$ cat config.mk
export PLATFORM = sky130hd
export DESIGN_NAME = event_input_conditioner
export DESIGN_NICKNAME = d
export VERILOG_FILES = /design/src/rtl/event_cond_pkg.sv /design/src/rtl/event_line_detect.sv /design/src/rtl/event_input_conditioner.sv
export SDC_FILE = /design/constraint.sdc
export NUM_CORES = 1
export LEC_CHECK = 0
export ABC_AREA = 1
export ABC_CLOCK_PERIOD_IN_PS = 1500
export BUFFER_PORTS_ARGS = -buffer_cell sky130_fd_sc_hd__buf_2
export CORE_MARGIN = 5
export CORE_UTILIZATION = 40
export DETAILED_ROUTE_END_ITERATION = 8
export RECOVER_POWER = 100
export SETUP_SLACK_MARGIN = 0.1
export SYNTH_ARGS = -nofsm -noshare
export SYNTH_HDL_FRONTEND = slang
export SYNTH_HIERARCHICAL = 1
export SYNTH_SLANG_ARGS = --single-unit
$ cat constraint.sdc
create_clock -name HCLK -period 1.5 [get_ports HCLK]
set_clock_uncertainty 0.05 [all_clocks]
set_input_delay 0.225 -clock HCLK [delete_from_list [all_inputs] [get_ports HCLK]]
set_output_delay 0.225 -clock HCLK [all_outputs]
set_load 0.005 [all_outputs]
$ cat src/rtl/event_cond_pkg.sv
// Shared constants for the event input conditioner:
// register indices, line count and the per-line mode encoding.
package event_cond_pkg;

    localparam int NUM_LINES = 32;

    localparam logic [2:0] REG_MODE_LO = 3'd0;
    localparam logic [2:0] REG_MODE_HI = 3'd1;
    localparam logic [2:0] REG_MASK    = 3'd2;
    localparam logic [2:0] REG_SW_TRIG = 3'd3;
    localparam logic [2:0] REG_LEVEL   = 3'd4;
    localparam logic [2:0] REG_CAPTURE = 3'd5;

    typedef enum logic [1:0] {
        MODE_OFF   = 2'b00,
        MODE_RISE  = 2'b01,
        MODE_FALL  = 2'b10,
        MODE_LEVEL = 2'b11
    } line_mode_e;

endpackage

$ cat src/rtl/event_line_detect.sv
// One event line: two-flop synchroniser, history flop and mode-selected
// edge/level detection. The history flop runs regardless of mode.
module event_line_detect
    import event_cond_pkg::*;
(
    input  logic       clk,
    input  logic       rst,
    input  logic       raw,
    input  line_mode_e mode,
    output logic       level,
    output logic       detect
);

    logic sync1;
    logic sync2;
    logic prev;

    always_ff @(posedge clk) begin
        if (rst) begin
            sync1 <= 1'b0;
            sync2 <= 1'b0;
            prev  <= 1'b0;
        end else begin
            sync1 <= raw;
            sync2 <= sync1;
            prev  <= sync2;
        end
    end

    always_comb begin
        detect = 1'b0;
        case (mode)
            MODE_RISE:  detect = sync2 & ~prev;
            MODE_FALL:  detect = ~sync2 & prev;
            MODE_LEVEL: detect = sync2;
            default:    detect = 1'b0;
        endcase
    end

    assign level = sync2;

endmodule

$ cat src/rtl/event_input_conditioner.sv
// APB-configured conditioner turning 32 asynchronous event lines into
// registered one-cycle pulses or level requests, plus software triggers.
module event_input_conditioner
    import event_cond_pkg::*;
#(
    parameter int APB_ADDR_WIDTH = 12
) (
    input  logic                      HCLK,
    input  logic                      HRESET,
    input  logic [APB_ADDR_WIDTH-1:0] PADDR,
    input  logic [31:0]               PWDATA,
    input  logic                      PWRITE,
    input  logic                      PSEL,
    input  logic                      PENABLE,
    output logic [31:0]               PRDATA,
    output logic                      PREADY,
    output logic                      PSLVERR,
    input  logic [31:0]               event_i,
    output logic [31:0]               signal_o
);

    logic        access;
    logic        wr_access;
    logic        rd_access;
    logic [2:0]  idx;
    logic [31:0] mode_lo;
    logic [31:0] mode_hi;
    logic [31:0] mask;
    logic [31:0] capture;
    logic [31:0] level;
    logic [31:0] detect;
    logic [31:0] sw_trig;
    logic [31:0] cap_clr;
    logic [63:0] mode_all;
    logic        unused_addr;

    assign access    = PSEL & PENABLE;
    assign wr_access = access & PWRITE;
    assign rd_access = access & ~PWRITE;
    assign idx       = PADDR[4:2];
    // Only the word index is decoded; the rest of the window aliases.
    assign unused_addr = ^{PADDR[APB_ADDR_WIDTH-1:5], PADDR[1:0]};

    assign PREADY  = 1'b1;
    assign PSLVERR = 1'b0;

    assign sw_trig = (wr_access && idx == REG_SW_TRIG) ? PWDATA : '0;
    assign cap_clr = (wr_access && idx == REG_CAPTURE) ? PWDATA : '0;
    assign mode_all = {mode_hi, mode_lo};

    for (genvar gi = 0; gi < NUM_LINES; gi++) begin : g_line
        event_line_detect u_line (
            .clk    (HCLK),
            .rst    (HRESET),
            .raw    (event_i[gi]),
            .mode   (line_mode_e'(mode_all[2*gi +: 2])),
            .level  (level[gi]),
            .detect (detect[gi])
        );
    end

    always_ff @(posedge HCLK) begin
        if (HRESET) begin
            mode_lo  <= '0;
            mode_hi  <= '0;
            mask     <= '0;
            capture  <= '0;
            signal_o <= '0;
        end else begin
            if (wr_access) begin
                case (idx)
                    REG_MODE_LO: mode_lo <= PWDATA;
                    REG_MODE_HI: mode_hi <= PWDATA;
                    REG_MASK:    mask    <= PWDATA;
                    default: ;
                endcase
            end
            // A new detect wins over a same-cycle write-1-to-clear.
            capture  <= (capture & ~cap_clr) | detect;
            signal_o <= (detect & mask) | sw_trig;
        end
    end

    always_comb begin
        PRDATA = '0;
        if (rd_access && !HRESET) begin
            case (idx)
                REG_MODE_LO: PRDATA = mode_lo;
                REG_MODE_HI: PRDATA = mode_hi;
                REG_MASK:    PRDATA = mask;
                REG_LEVEL:   PRDATA = level;
                REG_CAPTURE: PRDATA = capture;
                default:     PRDATA = '0;
            endcase
        end
    end

endmodule

==> results of run 1 <==
cell families (layout without fill, tap and decap cells):
| group | Yosys count | in the layout |
|---|---|---|
| compound gates | 192 | 192 |
| simple gates | 847 | 847 |
| flops | 256 | 256 |
| other cells | 2 | 2 |
| buf+inv | 282 | 564 |
final cells by class:
class	instances	area (µm²)	area share, %
clock inverters	8	40.0	0.276
repair buffers	312	2330	16.0
multi-input cells	1041	4800	33.1
clock buffers	41	851	5.87
flip-flops and latches	256	5280	36.5
well taps	341	427	2.94
inverters	203	764	5.27
per-layer routing:
metal	up-vias	share of wire (%)	GRT usage [%]	wire length, µm
li1	5417	-	-	-
met1	5056	45	30.2	16000
met2	354	47	37.8	16500
met3	42	6.7	4.12	2360
met4	0	1.7	4.65	589
met5	-	0	0	0
placed cells by master (no fill, tap or decap), drive strengths merged, types with 9 or more instances in the layout:
cell,n
nand4,31
o21ai,96
dfxtp,256
dlygate4sd3,64
a21oi,96
nor2,390
nand2,291
inv,201
buf,213
nand3,133
clkbuf,75
clkinv,9
report_power, final:
part           internal, mW  total [mW]  switching, mW  leakage (nW)
Sequential             7.01        7.13          0.119          2.14
Clock                  3.89        6.65           2.76         0.451
Combinational         0.528        1.29          0.765          3.94
Total                  11.4        15.1           3.64          6.53
worst min-delay path, cell delays in order:
cell and delay, ns:
clkbuf_1 0.13, inv_2 0.08, buf_12 0.22, o21ai_0 0.12, nor2_1 0.04
worst max-delay path by stage:
stage                 from      endpoint  slack (ns)  cells past startpoint
2_1_floorplan     PADDR[4]    PRDATA[14]        0.11                      8
3_3_place_gp      PADDR[3]  signal_o[24]       -0.25                      8
3_5_place_dp      PADDR[3]  signal_o[24]       -0.28                      8
4_1_cts        mode_hi[18]    PRDATA[18]       -0.16                      5
5_1_grt        mode_hi[21]    PRDATA[21]       -0.21                      5
6_report          mask[11]    PRDATA[11]       -0.15                      5
metrics by stage:
step	hold slack (ns)	util [%]
floorplan	0.246	-
global placement	0.339	45.7
detailed placement	0.345	45.7
CTS	0.197	53.9
global route	0.337	54.4
finish	0.293	54.4
flip-flops by register name (all words and copies together), names as in the netlist:
register / count
capture: 32
g_line.u_line/sync1: 32
g_line.u_line/level: 32
mask: 32
signal_o: 32
mode_lo: 32
mode_hi: 32
g_line.u_line/prev: 32
repair_timing:
item                                   in CTS  in global routing
pin swaps                                  56                 33
setup buffers                              35                 12
cloned                                      2                  1
endpoints found under the hold margin     181                  0
setup endpoints to repair                  32                 32
resized for setup                         161                 74
hold buffers                               64                  0
==> results by group, run 1 <==
Yosys
  • XOR/XNOR Fraction of Synth Area: 0%
  • Synth Warn #: 6
  • Main synth FF type: dfxtp_1
  • Synthesized area per cell: 6.80 µm²
  • Sequential element share of the synthesized area: 47.8%
  • Post-synth EDFFs: 0
  • Yosys cell types: 24
  • Area leader, netlist: dfxtp_1
  • Synth Instances: 1,579
  • Mapped cell area: 10,700 µm²
  • Fraction of the mapped netlist area in simple logic gates: 32.4%
  • Main combinational cell family by area after synthesis: simple AND/OR/NAND/NOR gates
  • Most frequent cell after synthesis: nor2_1
  • Asr flop ratio synth: 0%
  • Syn_nets: 1,660
  • Area share of the largest cell type after synthesis: 47.8%
  • Synth top cells by count: nor2_1, nand2_1, dfxtp_1
  • Adder-cell share of the synthesized area: 0%
  • Mux share of post-synthesis cell area: 0%
  • Top cells by area, synth: dfxtp_1, nor2_1, nand2_1, inv_1, nand3_1
  • Flops & latches, synth: 256
  • Compound-Gate Fraction of Synth Area: 8.95%

Finish
  • Final Non-Filler Cells: 2,202
  • Post-route cell area: 14,500 µm²
  • Fin nets: 1,923
  • Fillers: 2,565
  • Layout cells sized above 1: 25.8%
  • Area grow syn2layout: 35.0%
  • Inserted Diodes: 0

STA
  • Final Hold Violating Endpoints: 0
  • Unrepaired setup endpoints after global routing: true
  • Final min period: 1.65 ns
  • Setup TNS Final: -3.22 ns
  • Fmax: 605 MHz
  • Least-Margin Pin Slew: 1.27 ns
  • Period utilization: 110%
  • Pins Over Slew Limit: 0
  • Max-slew headroom: 15.1%
  • Setup ws final: -0.154 ns
  • Setup violations, final: 32

Die
  • Boundary Pins: 147
  • Initial Util: 40.3%
  • Die ar.: 30,200 µm²
  • Die Wd: 174 µm
  • Die height: 174 µm
  • Core ar.: 26,700 µm²
  • Row count: 60

Global route
  • Pin count of the biggest net entering global routing: 161
  • Global route overflow: 0
  • Global-route wire length before repair: 55.6 mm
  • Total Routing Usage GR: 22.4%
  • Vias in the first global route: 10.5k
  • Initial antenna violation count: 0

Clock tree
  • CTS tree: yes
  • H-tree levels: 1
  • CTS clk-pin slew, worst paths: 0.06 ns
  • Clock sinks: 256
  • Inserted Clock Buffers: 28
  • CTS max path bufs: 3
  • Clock Latency Late Sink: 0.54 ns
  • Clock root buffer: clkbuf_16

Placed design
  • Placed cell areas: 12,200 µm²
  • Post-DP HPWL: 22.8 mm
  • Port Buf Inserts: 135
  • GP Congestion: 0.852
  • Placed cell count: 2,040
  • Dpl ws: -0.275 ns

Setup path
  • Critical Path, Cell by Cell: nand3_1 > nand3_2 > nor2_2 > nor2_1 > buf_2
  • Slowest cell on the critical path: dfxtp_2
  • Crit end category: output pin
  • Worst path buffer plus inverter count: 1
  • R2r setup slk: 0.09 ns
  • Reg2reg start: mode_lo[22]
  • CP startpoint kind: register
  • Family with the most delay on the worst path: simple AND/OR/NAND/NOR gates
  • Largest stage delay on the critical path: 0.33 ns
  • Register-to-Register Path Depth: 7
  • Setup CP Type: register to output pin
  • Worst r2r dst: signal_o[11]
  • Critical Path AT: 1.38 ns
  • Max FO, Critical Path: 3
  • Required time of the critical path: 1.22 ns

Drt
  • Routed Antenna Nets: 0
  • Vias: 10.9k
  • Routed WL per cell: 16.1 µm
  • Total length of routed wires: 35.4 mm
  • # DRC: 0
  • Via/cell ratio: 4.94
  • First drt pass iteration count: 4
  • First-iteration detailed-routing DRC count: 809

Hold path
  • WHS Endpoint: mode_lo[28]
  • Hold path cells: 5
  • Hold crit path type: input port to register
  • Hold_sp: HRESET

Job
  • Max_cap viols: 0

Power and ir drop
  • Peak VDD IR: 0.000703 V
  • Pwr/cell area: 1040 nW/µm²
  • Cell leakage power: 6.53 nW
  • Tot Pwr: 15.1 mW

Status
  • Failing checks: negative setup slack
  • Status: finished with violations
(Power assumes the default switching activity.)
==> run 2: changes to the inputs <==
--- a/config.mk
+++ b/config.mk
@@ -17,3 +17,4 @@
 export SYNTH_HDL_FRONTEND = slang
 export SYNTH_HIERARCHICAL = 1
 export SYNTH_SLANG_ARGS = --single-unit
+export TNS_END_PERCENT = 1
==> results by group, run 2 (synthesis results as in run 1) <==
Setup path
  • CP startpoint kind: input port
  • CP endpoint: PRDATA[18]
  • Slowest cell on the critical path: nor2_4
  • Critical Path Start: PADDR[4]
  • Crit end category: output pin
  • Largest stage delay on the critical path: 0.26 ns
  • Reg2reg start: mode_hi[0]
  • Worst r2r dst: signal_o[16]
  • Family with the most delay on the worst path: simple AND/OR/NAND/NOR gates
  • Required time of the critical path: 1.22 ns
  • Max FO, Critical Path: 11
  • Register-to-Register Path Depth: 6
  • Worst path buffer plus inverter count: 3
  • Setup CP Type: input port to output pin
  • R2r setup slk: 0.24 ns
  • Critical Path AT: 1.41 ns
  • Critical Path, Cell by Cell: clkbuf_4 > nand2_2 > nor2_4 > clkbuf_16 > nand2_1 > nand2_1 > nor2_1 > nor2_1 > buf_2
  • WP depth: 9

Clock tree
  • Clock Latency Late Sink: 0.54 ns
  • Clock sinks: 256
  • Inserted Clock Buffers: 29
  • CTS tree: yes
  • CTS clk-pin slew, worst paths: 0.06 ns
  • Clock root buffer: clkbuf_16
  • CTS max path bufs: 3
  • H-tree levels: 1

STA
  • Fmax: 593 MHz
  • Setup violations, final: 32
  • Pins Over Slew Limit: 0
  • Least-Margin Pin Slew: 1.26 ns
  • Final Hold Violating Endpoints: 0
  • Period utilization: 112%
  • Max-slew headroom: 15.9%
  • Setup ws final: -0.187 ns
  • Final min period: 1.69 ns
  • Unrepaired setup endpoints after global routing: true
  • Hold_ws: 0.255 ns

Hold path
  • Hold crit path type: input port to register

Drt
  • Total length of routed wires: 34.6 mm
  • Via/cell ratio: 4.91
  • Metal3 WL: 2.32 mm
  • First drt pass iteration count: 6
  • Routed length on met2: 15.7 mm
  • Vias: 10.6k
  • Top Layer Used: met4
  • # DRC: 0
  • First-iteration detailed-routing DRC count: 830
  • Routed Antenna Nets: 0
  • Routed WL per cell: 16.0 µm
  • Wl on met1: 15.6 mm

Die
  • Die ar.: 30,200 µm²
  • Core ar.: 26,700 µm²
  • Die Wd: 174 µm
  • Die height: 174 µm
  • Boundary Pins: 147
  • Initial Util: 40.3%
  • Row count: 60

Placed design
  • Post-DP HPWL: 22.8 mm
  • Placed cell count: 2,037
  • Port Buf Inserts: 135
  • GP Congestion: 0.849

Finish
  • Commonest non-fill, non-tap cell in the layout: nor2_1
  • Final Util: 52.7%
  • Layout cells sized above 1: 19.1%
  • Inserted Diodes: 0
  • Fin nets: 1,879
  • Most frequent cells in the layout: nor2_1, nand2_1, inv_1
  • Area grow syn2layout: 30.8%
  • Final Non-Filler Cells: 2,161
  • Fillers: 2,651

Global route
  • Global route overflow: 0
  • Vias in the first global route: 10.2k
  • Pin count of the biggest net entering global routing: 161
  • Total Routing Usage GR: 22.5%
  • Initial antenna violation count: 0
  • Global-route wire length before repair: 55.5 mm

Status
  • Status: finished with violations
  • Failing checks: negative setup slack

Job
  • Max_cap viols: 0

Power and ir drop
  • Peak VDD IR: 0.000748 V
  • Pwr/cell area: 1160 nW/µm²
  • Cell leakage power: 6.21 nW
run 2: cell types whose count changed in the layout (fill, tap and decap cells not counted), sizes merged:
| cell | change |
|---|---|
| buf | -44 |
| dlymetal6s2s | -1 |
| bufinv | +6 |
| clkinvlp | +1 |
| clkinv | -3 |
run 2: worst reg2reg max path, cell delays in order (launching register included):
cell and delay, ns:
dfxtp_1 0.35, inv_1 0.07, nand2_1 0.06, nand2_1 0.04
nor2_1 0.35, nand2_1 0.12, a21oi_1 0.15
run 2: layer usage:
layer	up-vias	GRT usage (%)
li1	5330	-
met1	4875	31.4
met2	342	37.0
met3	72	3.21
met4	0	5.38
met5	-	0
run 2: area by class of cell:
type | instances | area (µm²) | share of cell area [%]
clock buffer | 41 | 871 | 6.20
inverter | 203 | 771 | 5.49
clock inverter | 12 | 216 | 1.54
timing repair buffer | 267 | 1980 | 14.1
multi-input combinational | 1041 | 4560 | 32.5
sequential | 256 | 5220 | 37.2
tap | 341 | 427 | 3.04
run 2: worst min path at each step:
stage,start,end,slack (ns),depth (start not counted)
2_1_floorplan,HRESET,g_line[0].u_line/sync1,0.25,1
3_3_place_gp,g_line[1].u_line/sync1,g_line[1].u_line/level,0.34,2
3_5_place_dp,g_line[4].u_line/sync1,g_line[4].u_line/level,0.35,2
4_1_cts,HRESET,mode_lo[11],0.18,5
5_1_grt,HRESET,mode_lo[11],0.33,5
6_report,HRESET,mask[0],0.25,5
run 2: where the power goes:
part	internal (mW)	switching, mW	total [mW]
Sequential	7.01	0.126	7.14
Combinational	0.493	0.727	1.22
Clock	5.05	2.85	7.90
run 2: repair_timing:
item,CTS,global route
resized for setup,79,43
hold endpoints to repair,184,0
gates cloned,0,2
hold buffers,64,0
pin swaps,22,13
setup buffers,0,5
endpoints found under the setup margin,32,32
run 2: through the flow:
stage / instance area [µm²] / power (mW) / TNS [ns] / setup WS [ns]
finish: 14000 / 16.3 / -4.56 / -0.187
global placement: 12100 / 8.32 / -13.47 / -0.156
CTS: 14000 / 16.3 / -4.41 / -0.183
detailed placement: 12100 / 8.33 / -20.23 / -0.182
floorplan: 10800 / 7.81 / 0 / 0.0804
global route: 14000 / 16.8 / -7.41 / -0.266
==> run 3: changes to the inputs <==
--- a/config.mk
+++ b/config.mk
@@ -15,6 +15,5 @@
 export SETUP_SLACK_MARGIN = 0.1
 export SYNTH_ARGS = -nofsm -noshare
 export SYNTH_HDL_FRONTEND = slang
-export SYNTH_HIERARCHICAL = 1
 export SYNTH_SLANG_ARGS = --single-unit
 export TNS_END_PERCENT = 1
==> results by group, run 3 <==
Status
  • Status: finished with violations
  • Failing checks: negative setup slack

STA
  • Setup ws final: -0.176 ns
  • Setup violations, final: 32
  • Period utilization: 112%
  • Fmax: 597 MHz
  • Unrepaired setup endpoints after global routing: true
  • Final Hold Violating Endpoints: 0
  • Pins Over Slew Limit: 0
  • Least-Margin Pin Slew: 0.991 ns
  • Final min period: 1.68 ns
  • Max-slew headroom: 33.9%

Setup path
  • Required time of the critical path: 1.22 ns
  • Critical Path AT: 1.40 ns
  • Crit end category: output pin
  • CP startpoint kind: register
  • Reg2reg start: g_line[11].u_line.level
  • Setup CP Type: register to output pin
  • Max FO, Critical Path: 3
  • Critical Path Start: mask[14]

Finish
  • Post-route cell area: 14,400 µm²
  • Inserted Diodes: 0
  • Final Util: 54.0%
  • Most frequent cells in the layout: nor2_1, nand2_1, nand3_1
  • Area grow syn2layout: 34.2%
  • Layout cells sized above 1: 26.8%
  • Fin nets: 1,851
  • Commonest non-fill, non-tap cell in the layout: nor2_1

Clock tree
  • CTS clk-pin slew, worst paths: 0.06 ns
  • Clock Latency Late Sink: 0.54 ns
  • H-tree levels: 1
  • CTS max path bufs: 3
  • Inserted Clock Buffers: 29
  • Clock root buffer: clkbuf_16
  • CTS tree: yes
  • Clock sinks: 256

Global route
  • Global-route wire length before repair: 57.8 mm
  • Vias in the first global route: 10.6k
  • Initial antenna violation count: 0
  • Pin count of the biggest net entering global routing: 74
  • Global route overflow: 0
  • Total Routing Usage GR: 23.3%

Power and ir drop
  • Pwr/cell area: 1100 nW/µm²
  • Cell leakage power: 6.19 nW
  • Peak VDD IR: 0.000699 V

Yosys
  • Top cells by area, synth: dfxtp_1, nor2_1, nand3_1, nand2_1, inv_1
  • Most frequent cell after synthesis: nor2_1
  • Adder-cell share of the synthesized area: 0%
  • Area leader, netlist: dfxtp_1
  • Synth Warn #: 0
  • Mapped cell area: 10,800 µm²
  • Sequential element share of the synthesized area: 47.6%
  • Synth top cells by count: nor2_1, dfxtp_1, nand3_1
  • Synth Instances: 1,529
  • Main synth FF type: dfxtp_1
  • Main combinational cell family by area after synthesis: simple AND/OR/NAND/NOR gates
  • Synthesized area per cell: 7.04 µm²
  • Syn_nets: 1,610
  • Post-synth EDFFs: 0
  • Fraction of the mapped netlist area in simple logic gates: 32.6%
  • Mux share of post-synthesis cell area: 0%
  • XOR/XNOR Fraction of Synth Area: 0%
  • Compound-Gate Fraction of Synth Area: 8.98%
  • Asr flop ratio synth: 0%
  • Yosys cell types: 23
  • Flops & latches, synth: 256
  • Area share of the largest cell type after synthesis: 47.6%

Placed design
  • GP Congestion: 0.890
  • Port Buf Inserts: 135
  • Placed cell areas: 12,300 µm²
  • Post-DP HPWL: 24.9 mm

Die
  • Die Wd: 174 µm
  • Row count: 60
  • Die height: 174 µm
  • Die ar.: 30,300 µm²
  • Core ar.: 26,700 µm²
  • Boundary Pins: 147
  • Initial Util: 40.3%

Hold path
  • Hold_sp: g_line[31].u_line.sync1
  • Hold crit path type: register to register

Drt
  • Via/cell ratio: 5.14
  • Vias: 10.9k
  • Routed Antenna Nets: 0
  • Total length of routed wires: 36.2 mm
  • First drt pass iteration count: 5
  • First-iteration detailed-routing DRC count: 949
  • Routed WL per cell: 17.0 µm
  • # DRC: 0

Job
  • Max_cap viols: 0
[run 3: changes by cell type after synthesis, sizes merged]
cell	change
nand3	+80
nor2	-31
nand2	-95
buf	+16
nor3	-1
a21oi	-32
clkinv	-2
inv	-32
o21ai	+33
nand4	+16
clkbuf	-2
[run 3: path summary, 6_finish.rpt]
check	end	slack (ns)	cells past startpoint
worst max-delay path	PRDATA[14]	-0.18	5
worst min register to register	g_line[31].u_line.level	0.34	2
worst min-delay path	g_line[31].u_line.level	0.34	2
worst max register to register	signal_o[11]	0.38	5
[run 3: per-stage QoR]
step	power [mW]	setup WS, ns	TNS [ns]	hold slack, ns	std cells
after floorplan	7.76	0.135	0	0.282	1529
after global placement	8.26	-0.194	-15.24	0.341	2000
after detailed placement	8.28	-0.245	-19.04	0.344	2000
after CTS	15.9	-0.182	-4.62	0.233	2122
after global routing	16.4	-0.232	-6.09	0.359	2131
final	15.9	-0.176	-3.88	0.341	2131
[run 3: area by class of cell]
class	instances	area [µm²]
multi-input cells	1011	4700
well taps	341	427
flip-flops and latches	256	5280
fillers	2634	12300
clock buffers	40	837
repair buffers	303	2380
clock inverters	11	180
inverters	169	637
[run 3: cells by family after synthesis]
group | Yosys count
AO/OA/AOI/OAI | 193
buffers and inverters | 262
flip-flops | 256
other | 2
AND/OR/NAND/NOR | 816
[run 3: power by group]
group	internal, mW	switching (mW)
sequential	6.98	0.100
combinational	0.516	0.738
clock	4.72	2.83
[run 3: critical path: stages, from the launching register on]
cell and delay, ns:
dfxtp_1 0.33, nand3_1 0.10, nand3_2 0.10, nor2_2 0.16, nor2_1 0.05, buf_2 0.13
[run 3: per-layer routing]
layer / GRT usage (%) / share of wire, % / vias to the layer above
li1: - / - / 5368
met1: 31.9 / 44 / 5100
met2: 38.6 / 46 / 420
met3: 2.96 / 6.8 / 59
met4: 6.93 / 2.3 / 0
met5: 0 / 0 / -
[run 3: what timing repair did]
action	CTS	global route
endpoints found under the hold margin	176	0
buffers inserted	7	9
resized for setup	150	59
endpoints found under the setup margin	32	32
pin swaps	43	24
hold buffers	64	0
gates cloned	0	0
